===== config.mk =====
export PLATFORM = sky130hd
export DESIGN_NAME = vmac_scheduler
export DESIGN_NICKNAME = d
export VERILOG_FILES = /design/src/rtl/vmac_pkg.sv /design/src/rtl/vmac_rsp_fifo.sv /design/src/rtl/vmac_scheduler.sv
export SDC_FILE = /design/constraint.sdc
export NUM_CORES = 1
export LEC_CHECK = 0
export CAP_MARGIN = 20
export CORE_AREA = 2 2 554 556
export CTS_BUF_LIST = sky130_fd_sc_hd__clkbuf_4 sky130_fd_sc_hd__clkbuf_8
export CTS_CLUSTER_SIZE = 24
export DETAILED_ROUTE_END_ITERATION = 8
export DIE_AREA = 0 0 556 558
export DONT_BUFFER_PORTS = 1
export PLACE_DENSITY = 0.3
export RECOVER_POWER = 100
export SYNTH_ARGS = -nofsm -noshare
export SYNTH_HDL_FRONTEND = slang
export SYNTH_SLANG_ARGS = --single-unit

===== constraint.sdc =====
create_clock -name clk -period 12.2 [get_ports clk]
set_clock_uncertainty 0.05 [all_clocks]
set_input_delay 2.44 -clock clk [delete_from_list [all_inputs] [get_ports clk]]
set_output_delay 2.44 -clock clk [all_outputs]
set_load 0.1 [all_outputs]

===== src/rtl/vmac_pkg.sv =====
// Shared definitions for the vector MAC issue scheduler.
// Contents: default element/vector geometry and MAC latency, the tag-pipe
// entry type, and the requester-id width helper.
package vmac_pkg;

    localparam int unsigned DEF_E_WIDTH = 8;
    localparam int unsigned DEF_M_WIDTH = 7;
    localparam int unsigned DEF_VECTOR  = 8;
    localparam int unsigned DEF_MAC_LAT = 2;

    // Widest id ever needed (NREQ <= 8); narrower builds use the low bits.
    localparam int unsigned MAX_IDW = 3;

    typedef struct packed {
        logic               valid;
        logic [MAX_IDW-1:0] id;
    } tag_t;

    function automatic int unsigned vmac_idw(input int unsigned nreq);
        return (nreq <= 2) ? 1 : $clog2(nreq);
    endfunction

endpackage


===== src/rtl/vmac_rsp_fifo.sv =====
// Circular FIFO holding {id, data} result entries for vmac_scheduler.
// Ports:
//   clk, rst          clock, synchronous active-high reset
//   push, push_data   write request and entry
//   pop, pop_data     read request and head entry (zero while empty)
//   full, empty       occupancy flags
//   count             number of stored entries
module vmac_rsp_fifo #(
    parameter int unsigned DEPTH = 4,
    parameter int unsigned WIDTH = 8,
    localparam int unsigned PW   = $clog2(DEPTH)
) (
    input  logic             clk,
    input  logic             rst,
    input  logic             push,
    input  logic [WIDTH-1:0] push_data,
    input  logic             pop,
    output logic [WIDTH-1:0] pop_data,
    output logic             full,
    output logic             empty,
    output logic [PW:0]      count
);

    logic [WIDTH-1:0] mem_q [DEPTH];
    logic [PW-1:0]    wr_q;
    logic [PW-1:0]    rd_q;
    logic [PW:0]      count_q;
    logic             do_push;
    logic             do_pop;

    assign full     = (count_q == (PW+1)'(DEPTH));
    assign empty    = (count_q == '0);
    assign count    = count_q;
    assign do_push  = push && !full;
    assign do_pop   = pop && !empty;
    assign pop_data = empty ? '0 : mem_q[rd_q];

    // Storage is left unreset; pop_data is masked while empty.
    always_ff @(posedge clk) begin
        if (do_push) begin
            mem_q[wr_q] <= push_data;
        end
    end

    // Pointers wrap naturally because DEPTH is a power of two.
    always_ff @(posedge clk) begin
        if (rst) begin
            wr_q    <= '0;
            rd_q    <= '0;
            count_q <= '0;
        end else begin
            if (do_push) begin
                wr_q <= wr_q + 1'b1;
            end
            if (do_pop) begin
                rd_q <= rd_q + 1'b1;
            end
            case ({do_push, do_pop})
                2'b10:   count_q <= count_q + 1'b1;
                2'b01:   count_q <= count_q - 1'b1;
                default: count_q <= count_q;
            endcase
        end
    end

endmodule


===== src/rtl/vmac_scheduler.sv =====
// Issue controller and arbiter sharing one vector_mac between NREQ requesters.
// Grants at most one operand triple per cycle, drives it onto mac_a/b/c,
// tracks the MAC latency with a tag pipe and returns results, tagged with the
// requester id, in grant order through a credit-protected FIFO.
// Ports:
//   clk, rst                 clock, synchronous active-high reset
//   req_valid / req_ready    per-requester handshake (ready is the grant)
//   req_a, req_b, req_c      operand triples, requester i at [VLEN*i +: VLEN]
//   mac_a, mac_b, mac_c      operand bus to vector_mac (zero when idle)
//   mac_out                  vector_mac result, valid MAC_LAT cycles after issue
//   rsp_valid / rsp_ready    result handshake
//   rsp_data, rsp_id         result vector and originating requester
//   busy                     a tag is in flight or the FIFO holds results
// Build option: define VMAC_SCHED_PRIO_EN to give requester 0 strict
// priority, with round-robin among the remaining requesters.
module vmac_scheduler
    import vmac_pkg::*;
#(
    parameter int unsigned E_WIDTH    = DEF_E_WIDTH,
    parameter int unsigned M_WIDTH    = DEF_M_WIDTH,
    parameter int unsigned VECTOR     = DEF_VECTOR,
    parameter int unsigned I_WIDTH    = E_WIDTH + M_WIDTH + 1,
    parameter int unsigned VLEN       = I_WIDTH * VECTOR,
    parameter int unsigned NREQ       = 2,
    parameter int unsigned MAC_LAT    = DEF_MAC_LAT,
    parameter int unsigned FIFO_DEPTH = 4,
    localparam int unsigned IDW       = vmac_idw(NREQ)
) (
    input  logic                 clk,
    input  logic                 rst,
    input  logic [NREQ-1:0]      req_valid,
    output logic [NREQ-1:0]      req_ready,
    input  logic [NREQ*VLEN-1:0] req_a,
    input  logic [NREQ*VLEN-1:0] req_b,
    input  logic [NREQ*VLEN-1:0] req_c,
    output logic [VLEN-1:0]      mac_a,
    output logic [VLEN-1:0]      mac_b,
    output logic [VLEN-1:0]      mac_c,
    input  logic [VLEN-1:0]      mac_out,
    output logic                 rsp_valid,
    input  logic                 rsp_ready,
    output logic [VLEN-1:0]      rsp_data,
    output logic [IDW-1:0]       rsp_id,
    output logic                 busy
);

    localparam int unsigned CW   = $clog2(FIFO_DEPTH) + 1;
    localparam int unsigned LAST = MAC_LAT - 1;

    logic [IDW-1:0]     rr_q;
    logic [IDW-1:0]     rr_next;
    logic [IDW:0]       scan_sum;
    logic [IDW-1:0]     scan_id;
    logic               grant_found;
    logic [IDW-1:0]     grant_id;
    logic               issue_en;
    logic [CW-1:0]      inflight_q;
    logic [CW-1:0]      fifo_count;
    logic [CW:0]        credit;
    logic               fifo_empty;
    logic               unused_fifo_full;
    logic               push;
    logic               pop;
    logic [MAX_IDW-1:0] last_id;
    logic               unused_last_id;
    logic [IDW+VLEN-1:0] fifo_head;
    tag_t               tag_in;
    tag_t               tag_q [MAC_LAT];

    // Both counts are registered, so a pop only frees credit next cycle.
    assign credit   = (CW+1)'(FIFO_DEPTH) - ({1'b0, fifo_count} + {1'b0, inflight_q});
    assign issue_en = (credit != '0) && !rst && grant_found;

    // Round-robin scan starting at rr_q; first valid requester wins.
    always_comb begin
        grant_found = 1'b0;
        grant_id    = '0;
        scan_sum    = '0;
        scan_id     = '0;
        for (int k = 0; k < NREQ; k++) begin
            scan_sum = {1'b0, rr_q} + (IDW+1)'(k);
            if (scan_sum >= (IDW+1)'(NREQ)) begin
                scan_sum = scan_sum - (IDW+1)'(NREQ);
            end
            scan_id = scan_sum[IDW-1:0];
`ifdef VMAC_SCHED_PRIO_EN
            if (!grant_found && scan_id != '0 && req_valid[scan_id]) begin
`else
            if (!grant_found && req_valid[scan_id]) begin
`endif
                grant_found = 1'b1;
                grant_id    = scan_id;
            end
        end
`ifdef VMAC_SCHED_PRIO_EN
        if (req_valid[0]) begin
            grant_found = 1'b1;
            grant_id    = '0;
        end
`endif
    end

    assign rr_next = (grant_id == IDW'(NREQ - 1)) ? '0 : grant_id + 1'b1;

    // Grant decode and operand mux.
    always_comb begin
        req_ready = '0;
        mac_a     = '0;
        mac_b     = '0;
        mac_c     = '0;
        for (int i = 0; i < NREQ; i++) begin
            if (issue_en && grant_id == IDW'(i)) begin
                req_ready[i] = 1'b1;
                mac_a        = req_a[VLEN*i +: VLEN];
                mac_b        = req_b[VLEN*i +: VLEN];
                mac_c        = req_c[VLEN*i +: VLEN];
            end
        end
    end

    always_comb begin
        tag_in.valid = issue_en;
        tag_in.id    = issue_en ? MAX_IDW'(grant_id) : '0;
    end

    // Stage k holds the tag issued k+1 cycles ago, so the last stage lines
    // up with the cycle in which mac_out is valid.
    always_ff @(posedge clk) begin
        if (rst) begin
            for (int s = 0; s < MAC_LAT; s++) begin
                tag_q[s] <= '0;
            end
        end else begin
            tag_q[0] <= tag_in;
            for (int s = 1; s < MAC_LAT; s++) begin
                tag_q[s] <= tag_q[s-1];
            end
        end
    end

    assign last_id        = tag_q[LAST].id;
    assign unused_last_id = ^last_id;
    assign push           = tag_q[LAST].valid;
    assign pop            = rsp_ready && !fifo_empty;

    always_ff @(posedge clk) begin
        if (rst) begin
            rr_q       <= '0;
            inflight_q <= '0;
        end else begin
            if (issue_en) begin
                rr_q <= rr_next;
            end
            case ({issue_en, push})
                2'b10:   inflight_q <= inflight_q + 1'b1;
                2'b01:   inflight_q <= inflight_q - 1'b1;
                default: inflight_q <= inflight_q;
            endcase
        end
    end

    vmac_rsp_fifo #(
        .DEPTH (FIFO_DEPTH),
        .WIDTH (IDW + VLEN)
    ) u_fifo (
        .clk       (clk),
        .rst       (rst),
        .push      (push),
        .push_data ({last_id[IDW-1:0], mac_out}),
        .pop       (pop),
        .pop_data  (fifo_head),
        .full      (unused_fifo_full),
        .empty     (fifo_empty),
        .count     (fifo_count)
    );

    assign rsp_valid          = !fifo_empty;
    assign {rsp_id, rsp_data} = fifo_head;
    assign busy               = (inflight_q != '0) || !fifo_empty;

endmodule


Word-level counts from Yosys, hierarchy flattened. Memories as Yosys holds them, arrays and structs flattened. A register that Yosys moved wholly into a read port is not among the register bits. Index checks and enable logic that the tools add are counted.

Add/subtract/negate cells: 12. Order comparisons: 4. Equal/unequal tests: 5. Muxes and demuxes: 32. Bitwise gates (word level): 3. Reduce and logical (&&, ||, !) cells: 18.

Operator list (number): $mux 128 (6); $mux 129 (1); $mux 1 (19); $pmux 3 s2 (2); $logic_and 1x1->1 (8); $mux 4 (2); $add 3x1->3 const B (2); $sub 3x1->3 const B (2); $add 2x1->2 const B (2); $add 3x3->4 (1); $eq 2x1->1 const B (2); $eq 2x2->1 const B (2); $logic_not 1->1 (4); $lt 1x2->1 const B (2); $mux 2 (2); $reduce_bool 2->1 (2); $reduce_bool 4->1 (1); $sub 3x4->4 const A (1); $eq 3x3->1 const B (1); $logic_not 3->1 (1); $reduce_bool 3->1 (1); $add 1x1->2 const B (1); $ge 1x2->1 const B (1); $ge 2x2->1 const B (1); other kinds (5) (7).

Bits in registers: 11. RAM bits: 524. Input port bits: 901. Output and inout bits: 517. Word-level logic and storage cells: 81. Memories kept: 2.

Memory list: u_fifo.mem_q (words 4, bits a word 129, rd ports 1, clocked after Yosys merged registers in 1, wr ports 1, line vmac_rsp_fifo.sv:24) `logic [WIDTH-1:0] mem_q [DEPTH];`; tag_q (words 2, bits a word 4, rd ports 2, clocked after Yosys merged registers in 0, wr ports 2, line vmac_scheduler.sv:68) `tag_t tag_q [MAC_LAT];`.

Depth between registers and ports, before layout. Gate-level depths: netlist (run 1).

Depth in word-level cells: 12. Gate-level depth with buffers: 14. Depth with buffers taken out: 12.

Hierarchy. From an unflattened synthesis (run 1), not the netlist that was laid out.

Cells, all modules: 2329. Area total of the unflattened synthesis: 28409.7 µm².

Modules (own cells, without submodules): vmac_rsp_fifo (times used 1, cells an instance 870, area each 19947.9 µm², seq. area each 15675.0 µm²); vmac_scheduler (times used 1, cells an instance 1459, area each 8461.9 µm², seq. area each 160.2 µm²).

Least setup slack after synthesis (run 1). OpenSTA, ideal clock, no wires.

Kind: input to output. Start point: in req_valid[1]. End point: out req_ready[0]. Data arrival time: 7.487 ns. Data required time: 9.710 ns. Path slack: 2.223 ns. Cell stages on the path: 3. Buffers on the path: 2. Cell sequence: buf_2 > buf_2 > a2111oi_0.

Longest elaborated chain between the ends: 9. Elaborated cells between the ends (all ways): 14. Classes of those cells: mux: 9; bitwise: 1; reduce/logical: 4.

Ends and longest elaborated chain: start, declared (line vmac_scheduler.sv:31) `input logic [NREQ-1:0] req_valid,`; $mux 1 (not written as such) (2 in series) (line vmac_scheduler.sv:89) `if (!grant_found && req_valid[scan_id]) begin`; $mux 1 (line vmac_scheduler.sv:89); $logic_not 1->1 (line vmac_scheduler.sv:89); $logic_and 1x1->1 (line vmac_scheduler.sv:89); $mux 1 (line vmac_scheduler.sv:89); $logic_and 1x1->1 or $not 1->1 (tied branches) (line vmac_scheduler.sv:72, vmac_scheduler.sv:112); $logic_and 1x1->1 * (line vmac_scheduler.sv:112) `if (issue_en && grant_id == IDW'(i)) begin`; $mux 1 * (line vmac_scheduler.sv:112); end, declared (line vmac_scheduler.sv:32) `output logic [NREQ-1:0] req_ready,`.

Every way passes the cells marked *; elsewhere a longest branch is shown, timed or not. The select of a mux whose other input is x is not followed.

Worst setup path after layout (run 1).
Start point: in req_valid[1]. End point: out mac_c[50].

Longest elaborated chain between the ends: 10. Elaborated cells between the ends (all ways): 16. Classes of those cells: mux: 10; bitwise: 1; reduce/logical: 5.

Ends and longest elaborated chain: $mux 1 (not written as such) (2 in series) (line vmac_scheduler.sv:89); $mux 1 (line vmac_scheduler.sv:89); $logic_not 1->1 (line vmac_scheduler.sv:89); $logic_and 1x1->1 (line vmac_scheduler.sv:89); $mux 1 (line vmac_scheduler.sv:89); $logic_and 1x1->1 or $not 1->1 (tied branches) (line vmac_scheduler.sv:72, vmac_scheduler.sv:112); $logic_and 1x1->1 (line vmac_scheduler.sv:112); $mux 128 (line vmac_scheduler.sv:112); $mux 128 * (line vmac_scheduler.sv:112); end, declared (line vmac_scheduler.sv:38) `output logic [VLEN-1:0] mac_c,`.

Marks and branches as above.

==> impl_summary.md, run 1 <==
Clocking
The total clock buffers created by CTS is 92. The number of hold buffers added after CTS was 0. The TritonCTS sink count is 533. The TritonCTS clock tree is built.

The clock reaches the later pin of the worst-skew pair after between 0.7 and 0.8 ns. The number of instances resized during post-cts repair is 0. The H-tree depth is 3.

Counting along the longest clock path gives a buffer depth of 3. The cell sitting at the root of the clock tree is a clkbuf_8. The number of setup buffers added after CTS is 0. The clock transition time at the flip-flop clock pins of the worst setup and hold paths is about 0.060 ns.

Timing
The final-report hold violation count was 0. Summed over all failing endpoints, the final setup total negative slack is 0 ns. After layout, the minimum clock period comes to around 10 ns. The count of pins over their slew limit was between 1000 and 1500. Setup violations remaining at the end of the flow were counted as 0. Setup repair after global routing left no endpoint under its margin. Timing would allow up to ~97 MHz. For the pin with the worst max-slew slack, the measured transition is approximately 4.4 ns. The portion of the clock cycle consumed by the worst path in the final layout is 84.53%.

The final worst setup slack is around 1.9 ns. The relative slew slack is -194.4%.

Synth
For this run, the leading register cell type out of synthesis is edfxtp_1. The biggest area contributor in the post-synthesis netlist is edfxtp_1. In the synthesized netlist, the number of instances is 2325. In this run, synthesis inferred slightly above 500 flip-flops with an integrated enable. Yosys printed 0 warnings. The mapped cell area is 28340 um2. Sequential cells were found to cover 55.88% of the synthesized design area. Of the post-synthesis cell area, the dominant cell type holds approximately 55%.

Yosys attributes the largest share of cell area to edfxtp_1, mux4_2, o211ai_1, a21oi_1, o21ai_0. The net count of the mapped netlist is between 3000 and 4000. The mean cell area of the mapped netlist is approximately 12 um2. The count of different cell masters after synthesis is 36. Synthesis inferred ~530 register bits. In the synthesized netlist the async set-or-reset flop fraction comes to 0%.

Layout
The area growth from synthesis to layout is 30.51%. With fillers left out, the area of the finished cells amounts to roughly 37000 um2. After the flow finishes, the layout carries non-filler instances totaling between 6000 and 7000.

Cells with a size suffix above 1 make up 23.79% of the layout. After the last flow step, the layout net total stands at around 3300.

Hold path
The class of the tightest hold or removal check is register to register. Counting instances, the worst hold path has a depth of 1.

Drt
The detail-routed net length per standard cell is between 30 and 40 um. Wire segments on met2 add up to 113700 um in the final route. Dividing the detail-routed via count by the number of cells gives 3.590. The total vias in the final route is around 23000. In this run the remaining antenna-violating nets after routing total 0. The highest routing layer actually used is met5. The number of DRC violations after detailed-routing iteration 0 is between 2000 and 2500. In the final routing, the length of wire on met1 measures 69390 um.

The number of iterations in the first detailed-routing pass is 7. The number of DRC violations after detailed routing is 0. Wires add up to 222900 um. The routed length on met3 is ~30000 um.

Worst setup path
For this run, the slowest stage of the critical path takes approximately 1.7 ns. The critical path goes through o221ai_1 > clkbuf_1 > clkbuf_1 > buf_16 > a21oi_2 > clkbuf_1. STA puts the critical path data required time at just under 10 ns. In this run the number of cells on the critical path is 6.

The most frequent cell on the critical path is clkbuf_1. The signal arrival time at the worst endpoint is slightly below 8 ns. The critical path's top delay family is buffers and inverters. The number of cell instances on the worst register-to-register path is 4. The cell at the slowest stage of the critical path is clkbuf_1.

The critical path startpoint category is an input port. STA classifies the critical path endpoint as an output port. The number of buffers and inverters on the critical path is 4. The worst setup path is of the input port to output port kind. The setup slack on the worst flop-to-flop path is around 3.7 ns. The maximum fanout along the worst path is a little under 400.

Placed design
Once placement completed, the tool counted placed cells totaling 6295. The pre-CTS setup slack is roughly 4.3 ns. The count of buffers from port buffering is 0. The post-place instance area is between 30000 and 40000 um2. The congestion estimate from routability-driven global placement came to around 0.89. The HPWL after detailed placement is approximately 180000 um.

Floorplanning
The die covers about 310000 um2. The count of boundary I/O pins is roughly 1400. The vertical die dimension is approximately 560 um. In this run the horizontal extent of the chip is 556 um. The starting utilization of the core area is about a tenth. The placeable core region is roughly 300000 um2. The number of standard-cell rows in the floorplan is 203.

Run status
The run finished, with violations left. The checks that failed: max-capacitance violations, max-slew violations.

Power
In this run the static leakage power is 0.009296 uW. VDD sags by at most 0.0001213 V. The design draws 11430 uW. The power density over cell area is 308.9 nW/um2.

Global routing
The first global-routing pass estimated ~270000 um of wire. Global routing used between 10% and 20% of the available tracks across all layers. Entering global routing, the biggest net connects approximately 390 pins. The number of global-route vias before repair came to between 20000 and 25000.

The initial antenna violation count is ~110. The total congestion overflow after global routing is 0.

Job
Max-cap violations in this run came to 293.
-- synth_stat cells, types with 3 or more instances --
| cell | count |
|---|---|
| a21oi_1 | 390 |
| and2_1 | 129 |
| and3_1 | 4 |
| buf_1 | 11 |
| buf_2 | 21 |
| buf_4 | 19 |
| buf_6 | 35 |
| clkbuf_1 | 215 |
| dfxtp_1 | 17 |
| edfxtp_1 | 516 |
| fa_1 | 3 |
| ha_1 | 10 |
| inv_1 | 14 |
| mux4_2 | 129 |
| nor2_1 | 10 |
| nor2b_1 | 3 |
| o211ai_1 | 384 |
| o21ai_0 | 382 |
| o21ai_1 | 4 |
| or3_1 | 3 |
| xor2_1 | 6 |
-- cells by family after synthesis --
group	count (synthesis)	share of synthesized area, %
XOR/XNOR	7	0.2163
AO/OA/AOI/OAI	1168	24.14
adder cells (fa/ha/maj)	13	0.6534
multiplexers	129	10.25
AND/OR/NAND/NOR	158	3.395
buffers and inverters	317	5.470
flip-flops	533	55.88
-- power by group --
group | switching (uW) | internal (uW) | total, uW
registers | 78.0 | 2160 | 2240
clock network | 791 | 885 | 1680
logic | 6530 | 977 | 7510
-- path summary, 6_finish.rpt --
path | startpoint | end
setup / recovery | req_valid[1] | mac_c[50]
hold / removal | tag_q[0][3]$_SDFF_PP0_ | tag_q[0][7]$_SDFF_PP0_
setup reg to reg | u_fifo.count[1]$_SDFFE_PP0P_ | u_fifo.mem_q[2][26]$_DFFE_PP_
hold reg to reg | tag_q[0][3]$_SDFF_PP0_ | tag_q[0][7]$_SDFF_PP0_
-- sequential cells by signal, indices dropped and copies added (netlist names), named ones only --
name and count:
inflight_q 3, rr_q 1, tag_q 4, u_fifo.count 3
u_fifo.mem_q 516, u_fifo.rd_q 2, u_fifo.wr_q 2
-- per-stage QoR --
step,hold WS (ns),util [%]
finish,0.3925,12.15
CTS,0.3990,13.04
global placement,0.3795,11.82
detailed placement,0.3928,12.44
global route,0.4060,12.13
floorplan,0.3638,-
-- metal layers --
layer  up-vias  global-route usage (%)
li1       9446                       -
met1     12100                   12.53
met2      1468                   24.43
met3       331                   8.085
met4        14                   4.474
met5         -                       0
-- final cells by class --
| type | instances | area, um2 |
|---|---|---|
| well taps | 3997 | 5001 |
| fillers | 34650 | 267600 |
| multi-input cells | 1475 | 11820 |
| flip-flops and latches | 533 | 15840 |
| clock inverters | 43 | 326.6 |
| clock buffers | 124 | 1525 |
| inverters | 16 | 75.07 |
| repair buffers | 276 | 2285 |
| diodes | 43 | 107.6 |
-- cells in the final DEF (no fill, tap or decap), types with 3 or more instances in the layout --
master	n
inv_1	14
buf_8	6
o21ai_0	382
a21oi_2	149
ha_1	10
inv_8	4
xor2_1	6
bufinv_16	3
or3_1	3
mux4_2	129
and2_1	26
diode_2	43
fa_1	3
a21oi_4	27
nor2_1	10
dfxtp_1	15
clkinv_1	22
clkbuf_4	29
clkbuf_1	148
a21oi_1	214
and2_0	103
buf_12	13
clkbuf_8	95
and3_1	4
buf_16	28
buf_4	81
o21ai_1	4
edfxtp_1	516
o211ai_1	384
clkinv_2	11
Power figures use the tool's default switching activity.
==> run 2, diff against run 1 <==
clock period = 10.7 ns   (was 12.2 ns; I/O delays follow)
==> run 2 against run 1 <==
Effect of this change: largest power group unchanged; power is 13% higher; die area stayed put; sequential power is 15% higher; critical path type unchanged; flip-flop and latch count stayed put; cell count is 0.41% higher; global-route usage is 0.61 points higher; the flow still finishes with violations (max-capacitance violations, max-slew violations); non-clock buffer count is 8 higher; highest routed layer unchanged; design area is 0.76% higher.
==> impl_summary.md, run 2 (same netlist as run 1, synthesis figures left out) <==
Worst setup path
The worst setup path is of the input port to output port kind. The sum of buffers and inverters on the critical path is 2 (-2). The launching point of the worst reg2reg path is u_fifo.count[2]$_SDFFE_PP0P_.

The critical path's top delay family is compound AO/OA/AOI/OAI gates. The critical register-to-register path endpoint is u_fifo.mem_q[3][29]$_DFFE_PP_. The worst setup path is launched from an input port. The stage delay of the slowest cell on the critical path is 1.86 ns (+0.18 ns). The cell at the slowest stage of the critical path is a21oi_1. The endpoint class of the critical path is an output port. The setup slack on the worst flop-to-flop path is 2.61 ns (-1.11 ns). The required time of the critical path is 8.51 ns (-1.20 ns). The number of cell instances on the worst register-to-register path is 3 (-1).

The maximum fanout along the worst path is 177 (-54%). The signal on the critical path passes through clkinvlp_4 > buf_12 > o211ai_1 > a21oi_1. The signal arrival time at the worst endpoint came to 6.90 ns (-0.92 ns).

Clocking
The H-tree depth came to 3 (unchanged). The number of instances resized during post-cts repair is 0 (unchanged). The total clock buffers created by CTS is 92 (unchanged).

The number of buffers inserted by hold repair at cts was 0 (unchanged). The TritonCTS sink count is 533 (unchanged). The clock network latency to the later pin of the worst-skew pair is 0.73 ns (-0.04 ns). The number of buffers on the longest clock path came to 3 (unchanged). The number of setup buffers added after CTS is 0 (unchanged). TritonCTS built the clock tree. The clock transition time at the flip-flop clock pins of the worst setup and hold paths came to 0.05 ns (about the same). The tree is rooted in a clkbuf_8.

Drt
The number of iterations in the first detailed-routing pass was 5 (-2). The overall routed net length is 232400 um (+4.3%). The number of DRC violations after detailed-routing iteration 0 was 2124 (-4.8%). The number of nets with antenna violations after detailed routing is 0 (unchanged). The detail-routed net length per standard cell is 35.57 um (+3.8%). The via density per instance is 3.595 (+0.16%).

The number of DRC violations after detailed routing is 0 (unchanged). The total vias in the final route came to 23490 (+0.58%).

Floorplanning
The horizontal die dimension is 556 um (unchanged). The count of boundary I/O pins is 1418 (unchanged). The placeable core region came to 304500 um2 (unchanged). The starting utilization of the core area came to 9.306% (unchanged).

The total die area is 310200 um2 (unchanged). The number of standard-cell rows in the floorplan was 203 (unchanged). The vertical die dimension is 558 um (unchanged).

Timing
The setup-violating endpoint count in the final report was 0 (unchanged). The routed design could run at a clock period as short as approximately 9.1 ns. The portion of the clock cycle consumed by the worst path in the final layout is 84.91%. The highest clock frequency the design can meet is approximately 110 MHz. Setup repair after global routing left no endpoint under its margin. The slew at the pin closest to its max-slew limit is 6.075 ns (+1.659 ns).

The post-route worst hold slack is 0.4043 ns (+0.01183 ns). The final sum of negative setup slack is 0 ns (unchanged). The relative slew slack is -305.0% (-110 points).

The final-report hold violation count came to 0 (unchanged). The count of pins over their slew limit was 883 (-15%).

Run status
The checks that failed: max-capacitance violations, max-slew violations. The flow ran to the end, but the final reports show violations.

Hold path
The tightest min-delay check is of the register to register type. The origin of the worst min-delay path is tag_q[0][3]$_SDFF_PP0_. The cell depth of the worst min-delay path is 1 (unchanged). The worst hold path terminates at tag_q[0][7]$_SDFF_PP0_.

Global routing
The total congestion overflow after global routing came to 0 (unchanged). The initial antenna violation count came to 166 (+50%). The first-pass GRT wire length is 282600 um (+4.4%). The number of global-route vias before repair is 23270 (+2.3%). The largest net degree at the start of global routing came to 389 (unchanged). The total global routing track utilization was 14.14% (+0.61 points).

Layout
Relative to the synthesized area, the layout overhead comes to 31.51%. The share of final-layout standard cells stronger than drive strength 1 is 22.88% (-0.92 points). The number of fill cells was 34610 (-0.12%). The most frequent standard cell in the layout excluding fill and tap cells is edfxtp_1. The multi-input gate area in the final layout is 11840 um2 (+0.12%). The number of flip-flops in the largest register is 516 (unchanged). The largest registers in the layout are u_fifo.mem_q x516, tag_q x4. The count of nets after finishing is 3316 (+0.24%).

The register with the most flip-flops in the final layout is u_fifo.mem_q. In the layout the commonest cells are edfxtp_1, o211ai_1, o21ai_0. The flip-flop and latch area is 15850 um2 (about the same).

Job
The number of max-capacitance violations reported came to 254 (-13%).

Power
The power density over cell area is 347.1 nW/um2 (+12%). The leakage component of the power is 0.009304 uW (about the same). The worst voltage drop across the vdd grid is 0.0002040 V (+68%).

Placed design
The detailed placer's ending HPWL was 189700 um (+5.5%). The count of buffers from port buffering is 0 (unchanged). The weighted congestion at the end of routability-driven global placement is 0.8918 (+0.45%).
## run 2: cell type report
| class | count | share of cell area, % |
|---|---|---|
| timing repair buffer | 284 | 6.728 |
| tap | 3997 | 13.42 |
| clock buffer | 123 | 4.056 |
| antenna | 63 | 0.4230 |
| inverter | 16 | 0.1914 |
| multi-input combinational | 1475 | 31.76 |
| clock inverter | 43 | 0.8998 |
| sequential | 533 | 42.52 |
## run 2: worst max path at each step
stage | start | to | slack, ns | cells after the start
2_1_floorplan | req_valid[1] | req_ready[0] | 1.32 | 3
3_3_place_gp | req_valid[0] | mac_a[22] | 3.44 | 5
3_5_place_dp | req_valid[0] | mac_b[94] | 3.38 | 5
4_1_cts | req_valid[0] | mac_b[94] | 3.39 | 5
5_1_grt | req_valid[0] | mac_a[127] | 1.62 | 4
6_report | req_valid[0] | mac_b[87] | 1.61 | 4
## run 2: routing by layer
metal  track usage (%)  vias up  routed length [um]
li1                  -     9478                   -
met1             13.91    12020               75600
met2             25.72     1577              119500
met3             6.274      411               26710
met4             5.722        8               10600
met5                 0        -                  55
## run 2: power by group
group          internal [uW]  total (uW)  switching (uW)
registers               2460        2570             107
clock network           1020        1900             875
logic                   1150        8470            7320
total                   4640       12900            8300
## run 2: through the flow
stage	power [uW]	instance area, um2	std cells	utilization, %	worst slack (ns)
floorplan	9096	28340	2325	-	1.323
global placement	11320	35960	6197	11.81	3.437
detailed placement	11920	38430	6305	12.62	3.382
CTS	13890	40270	6471	13.22	3.388
global route	13420	37210	6510	12.22	1.616
finish	12940	37270	6534	12.24	1.615
==> run 3, diff against run 2 <==
CORE_AREA = 2 2 547 549   (was 2 2 554 556)
DIE_AREA = 0 0 549 551   (was 0 0 556 558)
clock period = 7.6 ns   (was 10.7 ns; I/O delays follow)
==> run 3 against run 2 <==
Effect of this change: the flow finishes with violations (max-capacitance violations, max-slew violations, negative setup slack); count of clock-buffer cells in the layout decreased by 3; cell count decreased by 0.80%; worst hold slack improved by 0.0035 ns; design area increased by 0.59%; via count decreased by 1.0%; sequential power increased by 41%; first-iteration DRC count decreased by 8.9%; sequential share of layout area decreased by 0.26 points; utilization increased by 0.42 points; routed wire length decreased by 9.0%; global-route usage decreased by 0.98 points; clock power increased by 35%; critical path type unchanged; critical endpoint is now mac_a[67].
==> impl_summary.md, run 3 (same netlist as run 1, synthesis figures left out) <==
Worst setup path
The sum of buffers and inverters on the critical path was 2 (unchanged). The maximum fanout along the worst path came to 388 (+120%). The critical path is of the input port to output port type. STA classifies the critical path startpoint as an input port. The stage delay of the slowest cell on the critical path is 1.59 ns (-0.27 ns). The launching point of the worst reg2reg path is u_fifo.count[1]$_SDFFE_PP0P_.

The critical path's top delay family is compound AO/OA/AOI/OAI gates. The signal arrival time at the worst endpoint is 6.24 ns (-0.66 ns). Walking the worst path, the cells encountered are inv_8 > buf_4 > o21ai_0 > a21oi_1. The required time of the critical path is 6.03 ns (-2.48 ns). The cell at the slowest stage of the critical path is a21oi_1. The origin of the worst setup path is req_valid[1]. The endpoint class of the critical path is an output port. The setup slack on the worst flop-to-flop path was 1.62 ns (-0.99 ns).

Floorplanning
The vertical die dimension is 551 um (-1.3%). The placeable core region was 296300 um2 (-2.7%). The number of standard-cell rows in the floorplan was 200 (-1.5%).

The total die area was 302500 um2 (-2.5%). The count of boundary I/O pins is 1418 (unchanged). The horizontal die dimension came to 549 um (-1.3%). The starting utilization of the core area is 9.565% (+0.26 points).

Hold path
The origin of the worst min-delay path is tag_q[0][3]$_SDFF_PP0_. The class of the tightest hold or removal check is register to register.

Placed design
The weighted congestion at the end of routability-driven global placement was 0.9100 (+2.0%). The post-place instance area is 37740 um2 (-1.8%). The count of buffers from port buffering was 0 (unchanged). The detailed placer's ending HPWL is 169600 um (-11%).

Clocking
The clock transition time at the flip-flop clock pins of the worst setup and hold paths is 0.06 ns (about the same). The number of instances resized during post-cts repair is 0 (unchanged). The TritonCTS sink count is 533 (unchanged). The total clock buffers created by CTS is 91 (-1.1%). The clock network latency to the later pin of the worst-skew pair is 0.72 ns (about the same). The clock root buffer is clkbuf_8. The number of buffers inserted by hold repair at cts is 0 (unchanged).

The number of setup buffers added after CTS is 0 (unchanged). The H-tree depth came to 3 (unchanged). The number of buffers on the longest clock path came to 3 (unchanged). The TritonCTS clock tree is built.

Drt
The overall routed net length is 211600 um (-9.0%). The via density per instance came to 3.588 (-0.21%). The number of iterations in the first detailed-routing pass is 5 (unchanged).

The total vias in the final route is 23260 (-1.0%). The number of DRC violations after detailed-routing iteration 0 came to 1935 (-8.9%). The number of nets with antenna violations after detailed routing is 0 (unchanged).

The detail-routed net length per standard cell is 32.65 um (-8.2%). The number of DRC violations after detailed routing is 0 (unchanged).

Timing
The setup-violating endpoint count in the final report is 32 (+32). The final-report hold violation count was 0 (unchanged). The highest clock frequency the design can meet is roughly 130 MHz. Setup repair after global routing left no endpoint under its margin. After layout, the minimum clock period comes to 7.808 ns. The relative slew slack is -161.0% (+140 points). The portion of the clock cycle consumed by the worst path in the final layout is 102.7%.

The final sum of negative setup slack is -2.465 ns (-2.465 ns). The slew at the pin closest to its max-slew limit is 3.916 ns (-2.160 ns). The final worst setup slack came to -0.2081 ns (-1.823 ns).

The count of pins over their slew limit is 907 (+2.7%).

Run status
The run finished, with violations left. The final reports fail on max-capacitance violations, max-slew violations, negative setup slack.

Power
The leakage component of the power is 0.009232 uW (-0.78%). The worst voltage drop across the vdd grid is 0.0002049 V (+0.47%). The power density over cell area is 485.7 nW/um2 (+40%).

Layout
The number of flip-flops in the largest register came to 516 (unchanged). Compared with the post-synthesis result, the final layout area differs by 32.28%. The area of all placed cells without fillers came to 37490 um2 (+0.59%). The largest registers in the layout are u_fifo.mem_q x516, tag_q x4. The library cells used most frequently in the layout, excluding fill and tap cells, are edfxtp_1, o211ai_1, o21ai_0.

The share of final-layout standard cells stronger than drive strength 1 was 28.88% (+6.0 points). The register with the most flip-flops in the final layout is u_fifo.mem_q. The most frequent standard cell in the layout excluding fill and tap cells is edfxtp_1. The count of nets after finishing came to 3337 (+0.63%).

Global routing
The total global routing track utilization is 13.17% (-0.98 points). The initial antenna violation count is 114 (-31%). The largest net degree at the start of global routing is 389 (unchanged). The first-pass GRT wire length is 262000 um (-7.3%). The number of global-route vias before repair is 23170 (-0.43%).

The total congestion overflow after global routing was 0 (unchanged).

Job
The number of max-capacitance violations reported is 185 (-27%).
run 3: cell types whose count changed in the layout (fill, tap and decap cells not counted), moves of 7 or more:
cell / before / now
buf_4: 50 / 73
buf_16: 35 / 17
diode_2: 63 / 53
clkbuf_2: 0 / 10
a21oi_1: 215 / 77
a21oi_2: 145 / 267
and2_1: 29 / 22
and2_0: 100 / 107
clkbuf_1: 170 / 177
a21oi_4: 30 / 46
run 3: layout make-up:
class	count	area, um2
clock buffers	120	1489
multi-input cells	1475	12480
well taps	3939	4928
fillers	33660	258800
repair buffers	306	2276
flip-flops and latches	533	15840
clock inverters	40	269.0
inverters	16	75.07
diodes	53	132.6
run 3: where the power goes:
group          switching, uW  internal (uW)
clock                   1220           1350
combinational          10400           1600
sequential               149           3470
total                  11800           6420
run 3: path summary, 6_finish.rpt:
path,end,cells after the start
min,tag_q[0][7]$_SDFF_PP0_,1
min reg2reg,tag_q[0][7]$_SDFF_PP0_,1
max,mac_a[67],4
max reg2reg,u_fifo.mem_q[2][66]$_DFFE_PP_,3
run 3: worst register-to-register path, cell delays in order (launching register included):
cell and delay, ns:
dfxtp_1 0.44, or3b_2 0.26, and3_1 2.25, clkbuf_2 2.38
run 3: per-stage QoR:
step	setup slack [ns]	utilization, %	hold WS [ns]	instances	total power [uW]
after floorplan	0.8154	-	0.3638	2325	12810
after global placement	1.662	12.20	0.3795	6188	15980
after detailed placement	2.164	12.74	0.3786	6267	16520
after CTS	1.423	13.33	0.4059	6427	19190
after global routing	0.6717	12.64	0.4255	6469	18890
final	-0.2081	12.65	0.4078	6482	18210
run 3: metal layers:
| layer | track usage (%) | vias up | part of all wire [%] |
|---|---|---|---|
| met4 | 6.328 | 8 | 4.6 |
| li1 | - | 9516 | - |
| met2 | 22.41 | 1407 | 49 |
| met5 | 0 | - | 0.026 |
| met1 | 12.63 | 12000 | 32 |
| met3 | 7.807 | 329 | 14 |
